$ cat src/rtl/present_pkg.sv
// Shared constants, FSM state type and S-box helper for the PRESENT encryption core.
// Define PRESENT_KEY128_EN to build the 128-bit key variant; the default is 80-bit.
package present_pkg;

  localparam int PRESENT_ROUNDS = 31;
  localparam int BLOCK_W        = 64;
  localparam int KEY80_W        = 80;
  localparam int KEY128_W       = 128;

`ifdef PRESENT_KEY128_EN
  localparam int KEY_W = KEY128_W;
`else
  localparam int KEY_W = KEY80_W;
`endif

  // Nibble n of this constant is S(n): C,5,6,B,9,0,A,D,3,E,F,8,4,7,1,2.
  localparam logic [63:0] SBOX_TABLE = 64'h2174_8FE3_DA09_B65C;

  typedef enum logic [1:0] {
    IDLE  = 2'd0,
    RUN   = 2'd1,
    FINAL = 2'd2
  } present_state_t;

  function automatic logic [3:0] sbox(input logic [3:0] x);
    return SBOX_TABLE[{x, 2'b00} +: 4];
  endfunction

endpackage

$ cat src/rtl/present_pbox.sv
// PRESENT forward bit permutation: bit i moves to 16*i mod 63, bit 63 stays put.
module present_pbox (
  input  logic [63:0] data,
  output logic [63:0] perm
);

  for (genvar i = 0; i < 63; i++) begin : g_perm
    assign perm[(16 * i) % 63] = data[i];
  end

  assign perm[63] = data[63];

endmodule

$ cat src/rtl/present_enc_core.sv
// Iterative PRESENT block encryptor, one round per clock.
// Key width selected by PRESENT_KEY128_EN (undefined: 80-bit key schedule).
module present_enc_core
  import present_pkg::*;
#(
  parameter int ROUNDS = PRESENT_ROUNDS
) (
  input  logic         clk,
  input  logic         rst_n,
  input  logic         start,
  input  logic [63:0]  idat,
  input  logic [127:0] key,
  output logic         ready,
  output logic         done,
  output logic [63:0]  odat
);

  localparam logic [4:0] LAST_ROUND = 5'(ROUNDS);

  present_state_t fsm, fsm_next;

  logic [63:0]      blk;
  logic [63:0]      mixed;
  logic [63:0]      subst;
  logic [63:0]      perm;
  logic [KEY_W-1:0] kreg;
  logic [KEY_W-1:0] krot;
  logic [KEY_W-1:0] kreg_next;
  logic [4:0]       rnd;
  logic             last;

  assign mixed = blk ^ kreg[KEY_W-1 -: 64];
  assign last  = (rnd == LAST_ROUND);

  for (genvar i = 0; i < 16; i++) begin : g_sbox
    assign subst[4*i +: 4] = sbox(mixed[4*i +: 4]);
  end

  present_pbox u_pbox (
    .data (subst),
    .perm (perm)
  );

`ifdef PRESENT_KEY128_EN
  always_comb begin
    krot                = {kreg[66:0], kreg[127:67]};
    kreg_next           = krot;
    kreg_next[127:124]  = sbox(krot[127:124]);
    kreg_next[123:120]  = sbox(krot[123:120]);
    kreg_next[66:62]    = krot[66:62] ^ rnd;
  end
`else
  logic unused_key;
  assign unused_key = ^key[127:80];

  always_comb begin
    krot              = {kreg[18:0], kreg[79:19]};
    kreg_next         = krot;
    kreg_next[79:76]  = sbox(krot[79:76]);
    kreg_next[19:15]  = krot[19:15] ^ rnd;
  end
`endif

  always_ff @(posedge clk or negedge rst_n) begin
    if (!rst_n) begin
      fsm <= IDLE;
    end else begin
      fsm <= fsm_next;
    end
  end

  always_comb begin
    fsm_next = fsm;
    ready    = 1'b0;
    done     = 1'b0;
    case (fsm)
      IDLE: begin
        ready = 1'b1;
        if (start) fsm_next = RUN;
      end
      RUN: begin
        if (last) fsm_next = FINAL;
      end
      FINAL: begin
        done     = 1'b1;
        fsm_next = IDLE;
      end
      default: fsm_next = IDLE;
    endcase
  end

  // odat is captured from the last round's next-state values so that it is
  // already valid during the FINAL cycle, when done is high.
  always_ff @(posedge clk or negedge rst_n) begin
    if (!rst_n) begin
      blk  <= '0;
      kreg <= '0;
      rnd  <= '0;
      odat <= '0;
    end else begin
      case (fsm)
        IDLE: begin
          if (start) begin
            blk  <= idat;
            kreg <= key[KEY_W-1:0];
            rnd  <= 5'd1;
          end
        end
        RUN: begin
          blk  <= perm;
          kreg <= kreg_next;
          rnd  <= rnd + 5'd1;
          if (last) odat <= perm ^ kreg_next[KEY_W-1 -: 64];
        end
        default: ;
      endcase
    end
  end

endmodule

$ cat config.mk
export PLATFORM = sky130hd
export DESIGN_NAME = present_enc_core
export DESIGN_NICKNAME = d
export VERILOG_FILES = /design/src/rtl/present_pkg.sv /design/src/rtl/present_pbox.sv /design/src/rtl/present_enc_core.sv
export SDC_FILE = /design/constraint.sdc
export NUM_CORES = 1
export LEC_CHECK = 0
export CORE_ASPECT_RATIO = 1.2
export CORE_MARGIN = 5
export CORE_UTILIZATION = 55
export CTS_BUF_LIST = sky130_fd_sc_hd__clkbuf_2 sky130_fd_sc_hd__clkbuf_4 sky130_fd_sc_hd__clkbuf_8
export CTS_CLUSTER_DIAMETER = 120
export CTS_CLUSTER_SIZE = 40
export DETAILED_ROUTE_END_ITERATION = 8
export GPL_TIMING_DRIVEN = 0
export PLACE_DENSITY = 0.93
export SKIP_CTS_REPAIR_TIMING = 1
export SKIP_LAST_GASP = 1
export SLEW_MARGIN = 10
export SYNTH_ARGS = -nofsm -noshare
export SYNTH_HDL_FRONTEND = slang
export SYNTH_SLANG_ARGS = --single-unit
$ cat constraint.sdc
create_clock -name clk -period 5.93 [get_ports clk]
set_clock_uncertainty 0.05 [all_clocks]
set_input_delay 0.8895 -clock clk [delete_from_list [all_inputs] [get_ports clk]]
set_output_delay 0.8895 -clock clk [all_outputs]
set_load 0.03 [all_outputs]
Yosys cells after proc, flatten, opt, wreduce, memory -nomap -nowiden

Cells that the tools add are included.

Logic and storage cells: 47
Bits of input ports: 195
Output and inout bits: 66
Register bits after elaboration: 215

Reduce and logical (&&, ||, !) cells: 5
Muxes and demuxes: 11
Equal/unequal tests: 5
Shift operators: 17
Bitwise gates (word level): 3
Add/subtract/negate cells: 1

Operators with widths:

| operator                  | count |
|---|---|
| $shiftx A64 B7 Y4 const A | 17 |
| $pmux W80 S2              | 1 |
| $pmux W64 S2              | 1 |
| $xor A64 B64 Y64          | 2 |
| $mux W80                  | 1 |
| $mux W64                  | 1 |
| $pmux W5 S2               | 1 |
| $reduce_and A2 Y1         | 3 |
| $add A5 B1 Y5 const B     | 1 |
| $eq A5 B5 Y1 const B      | 1 |
| $mux W5                   | 1 |
| $xor A5 B5 Y5             | 1 |
| $mux W2                   | 2 |
| $ne A2 B2 Y1 const B      | 2 |
| $pmux W2 S2               | 1 |
| $eq A2 B1 Y1 const B      | 1 |
| $eq A2 B2 Y1 const B      | 1 |
| $logic_not A2 Y1          | 1 |
| $mux W1                   | 2 |
| $reduce_bool A2 Y1        | 1 |

Longest topological paths before layout

Depth in word-level cells: 3
Gate-level depth with buffers: 9
Mapped depth without buffers: 7

Modules after synthesis

From an unflattened synthesis, not the netlist that was laid out.

Cells, all modules: 1,570
Area, all modules: 14,249.9 um^2

By module, submodules not included:

| module           | instances | area an instance (um^2) | sequential area each (um^2) | cells an instance |
|---|---|---|---|---|
| present_enc_core | 1         | 13,769.5                | 5,380.2                     | 1,506 |
| present_pbox     | 1         | 480.5                   | 0.0                         | 64 |

Worst setup path after synthesis

Ideal clock, no wire load.

Kind: reg2out
From: reg fsm[0]
To: out done
Buffers on the path: 4
Required time: 4.990 ns
Slack: 3.579 ns
Cell stages (with the launch flop): 6
Arrival time: 1.411 ns
Cell sequence: dfrtp_1 buf_2 buf_2 buf_2 buf_2 nor2b_1

Longest elaborated chain between the ends: 2

RTL lines:

| item                     | RTL line               | source |
|---|---|---|
| start: declaration       | present_enc_core.sv:20 | `present_state_t fsm, fsm_next;` |
| start signal: assignment | present_enc_core.sv:68 | `fsm <= fsm_next;` |
| $eq A2 B2 Y1             | present_enc_core.sv:76 | `case (fsm)` |
| $mux W1                  | present_enc_core.sv:76 |  |
| end: declaration         | present_enc_core.sv:14 | `output logic done,` |

No other way between the ends.

Worst setup path in the final report

Ends and elaborated chain as after synthesis.

==> results.txt <==
* Outcome: complete, no violations
* Cell area reported after detailed placement: 0.0159 mm2
- Dominant combinational cell family by area after synthesis: compound AO/OA/AOI/OAI gates
* Top delay family on crit path: buffers and inverters
- In the synthesized netlist, the number of instances is 1343.
- Avg WL per Cell: 24.8 um
- The finished cells cover 0.0161 mm2.
- Layout cell share with drive strength beyond 1: 0.0581
- Multiplexer share of the synthesized area: 0.0853
- Share of the cycle needed by the critical path after routing: 0.644
- Number of antenna violations at the first check in global routing: 0
* Diode insertion count for antenna repair: 0
- Once detail routing completed, the nets flagged for antenna violations numbered 0.
* Synthesized-area fraction occupied by ao, oa, aoi and oai cells: 0.154
- Dividing the detail-routed via count by the number of cells gives 6.30.
- Clock tree synthesis selected as its root buffer the cell sky130_fd_sc_hd__clkbuf_8.
* Std cell rows: 62
- Total of warnings raised by yosys: 0
- Count of port buffers added during placement: 212
- Slowest cell on crit path: sky130_fd_sc_hd__clkdlybuf4s50_1
- Setup repair after global routing missed its margin: false
- Wire length of the first global-routing pass: 70700 um
* Critical Setup Path Class: flop to output pin
- The final route contains 11900 vias.
* Total buffers and inverters traversed by the critical path: 5
- After detailed routing, the number of remaining DRC violations is 0.
* Number of buffers created by CTS: 9
- Across all register-to-register paths, the minimum setup slack is 3.16 ns.
- The via count of the first global-routing pass came to 12100.
* Area of the mapped netlist: 0.0134 mm2
- Of the total synthesized cell area, the portion taken by XOR and XNOR cells is 0.118.
- The largest single stage delay on the critical path is 0.60 ns.
* Count of different cell masters after synthesis: 38
- Drt total wl: 46800 um
* Standard cell core area: 0.0240 mm2
- For this run, the top clock speed supported by timing is 0.262 GHz.
- The final hold violation count was 0.
- Most frequent cells in the layout: sky130_fd_sc_hd__dfrtp_1, sky130_fd_sc_hd__clkdlybuf4s50_1, sky130_fd_sc_hd__nand2_1, sky130_fd_sc_hd__o21ai_0, sky130_fd_sc_hd__a21oi_1
- Adder-cell share of the synthesized area: 0.0813
- Nets: 1849
- The filler cells instantiated in the layout total 1796.
* Die footprint: 0.0276 mm2
- Synth Area per Inst: 9.96 um2
- Critical Path Most Common Cell: sky130_fd_sc_hd__buf_2
- Skew-Pair Late Insertion Delay: 0.55 ns
- Entering global routing, the biggest net connects 113 pins.
- Syn Nets: 1625
- Subtracting the final worst setup slack from the clock period gives 3.82 ns.
* Setup-violating endpoint count in the final report: 0
* Post-synthesis simple-gate area fraction: 0.114
- Gpl congestion: 0.988
- No sink is reached through more buffers than the 3 on the longest clock path.
- Number of placed I/O pins: 261
- Max-cap violation count: 0
- Data required time at the worst endpoint: 4.99 ns
- Horizontal die dimension: 152 um
- Area growth from synthesis to final layout: 20.2%
- The synthesized design contains 215 register bits.
* Initial core utilization: 0.558
- Most common library cell in the layout ignoring fill and taps: sky130_fd_sc_hd__dfrtp_1
* Remaining Overflow, GRT: 0
- Sink count of the clock tree: 215
- Final setup TNS: 0 ns
- The worst hold path belongs to the class input pin to async pin.
- Measured against its own limit, the worst slew margin works out to 0.287.
- The critical path runs through a total of 6 cells.
- The worst setup path is launched from a flop.
- After legalization and detailed placement, the total HPWL measured 36800 um.
- CTS clock-pin slew for the worst setup and hold paths: 0.24 ns
- Traced cell by cell, the critical path runs through buf_2 -> buf_2 -> buf_2 -> buf_2 -> nor2b_1 -> clkdlybuf4s50_1.
* Clock tree from TritonCTS: done
- Die height: 181 um
- At the worst endpoint, the arrival time is 2.88 ns.
- At the pin with the least slew margin, the transition time is 1.07 ns.
- Cell depth of the worst flop-to-flop path: 7
* Count of final max-slew check failures: 0
- Violation count after the first detailed-routing iteration: 1493
* Largest fanout of any net on the critical path: 10
- GRT Util Overall: 0.331
- Htree depth: 1
- The first detailed-routing pass took 5 iterations.
* Sequential fraction of the synthesis area: 0.402
- Crit end category: output pin
## worst register-to-register path, stage by stage (launching register included)
cell and delay, ns:
sky130_fd_sc_hd__dfrtp_1 0.54, sky130_fd_sc_hd__xnor2_1 0.42, sky130_fd_sc_hd__inv_1 0.17, sky130_fd_sc_hd__ha_1 0.35
sky130_fd_sc_hd__mux2i_1 0.09, sky130_fd_sc_hd__a21oi_1 0.64, sky130_fd_sc_hd__xor2_1 0.24, sky130_fd_sc_hd__o21ai_0 0.11
## final timing paths
kind,start,endpoint
hold reg to reg,odat[38],odat[38]
setup / recovery,fsm[0],done
hold / removal,rst_n,odat[42]
min in group clk,odat[38],odat[38]
max in group asynchronous,rst_n,kreg[6]
setup reg to reg,kreg[37],odat[53]
## final cells by class
class / instances / area (um2) / share of cell area
timing repair buffer: 213 / 2150 / 0.134
multi-input combinational: 975 / 7410 / 0.460
clock buffer: 9 / 124 / 0.00770
sequential: 215 / 5380 / 0.334
inverter: 69 / 259 / 0.0161
tap: 320 / 400 / 0.0249
clock inverter: 1 / 30.0 / 0.00187
buffer: 84 / 338 / 0.0210
## Yosys cell counts (all sizes together)
cell type,count,area share
a22o,4,0.0026
nand3,1,0.00037
o22ai,34,0.016
and3,1,0.00047
o21ai,159,0.060
a21o,1,0.00056
nand2,153,0.043
inv,69,0.019
ha,87,0.081
xnor2,95,0.074
nor2,40,0.011
a21oi,115,0.043
nor3b,4,0.0022
clkbuf,65,0.018
mux4,34,0.059
nor3,13,0.0049
o22a,3,0.0020
mux2,2,0.0017
a211oi,1,0.00056
buf,19,0.0070
o221ai,4,0.0026
and3b,59,0.039
dfrtp,215,0.40
or2,1,0.00047
nor2b,27,0.013
a22oi,48,0.027
mux2i,33,0.025
nand2b,1,0.00047
xor2,55,0.045
## sequential cells by signal, summed over array words and instances, names as in the netlist
signal / flops
blk: 64
fsm: 2
kreg: 80
odat: 64
rnd: 5
## layer usage
metal  track usage  routed length (um)  share of wire
met1         0.401               15800           0.34
met2         0.528               21000           0.45
met3        0.0890                5960           0.13
met4         0.204                4050          0.086
met5             0                   0              0
## stage by stage
| step | setup slack [ns] | utilization | std cells | hold slack, ns |
|---|---|---|---|---|
| CTS | 2.20 | 0.671 | 1886 | 0.348 |
| global placement | -4.92 | 0.664 | 1875 | 0.414 |
| finish | 2.11 | 0.671 | 1886 | 0.290 |
| global route | 2.09 | 0.671 | 1886 | 0.349 |
| detailed placement | 2.59 | 0.665 | 1876 | 0.420 |
| floorplan | 3.58 | - | 1343 | 0.441 |
## cells by family after synthesis
family,count (synthesis)
fa+ha+maj,87
mux,69
xor+xnor,150
flops,215
buf+inv,153
simple gates,300
compound gates,369
Power is left out: the tool's default activity adds up to more than one toggle a clock period on the data nets, which glitch-free logic cannot reach.
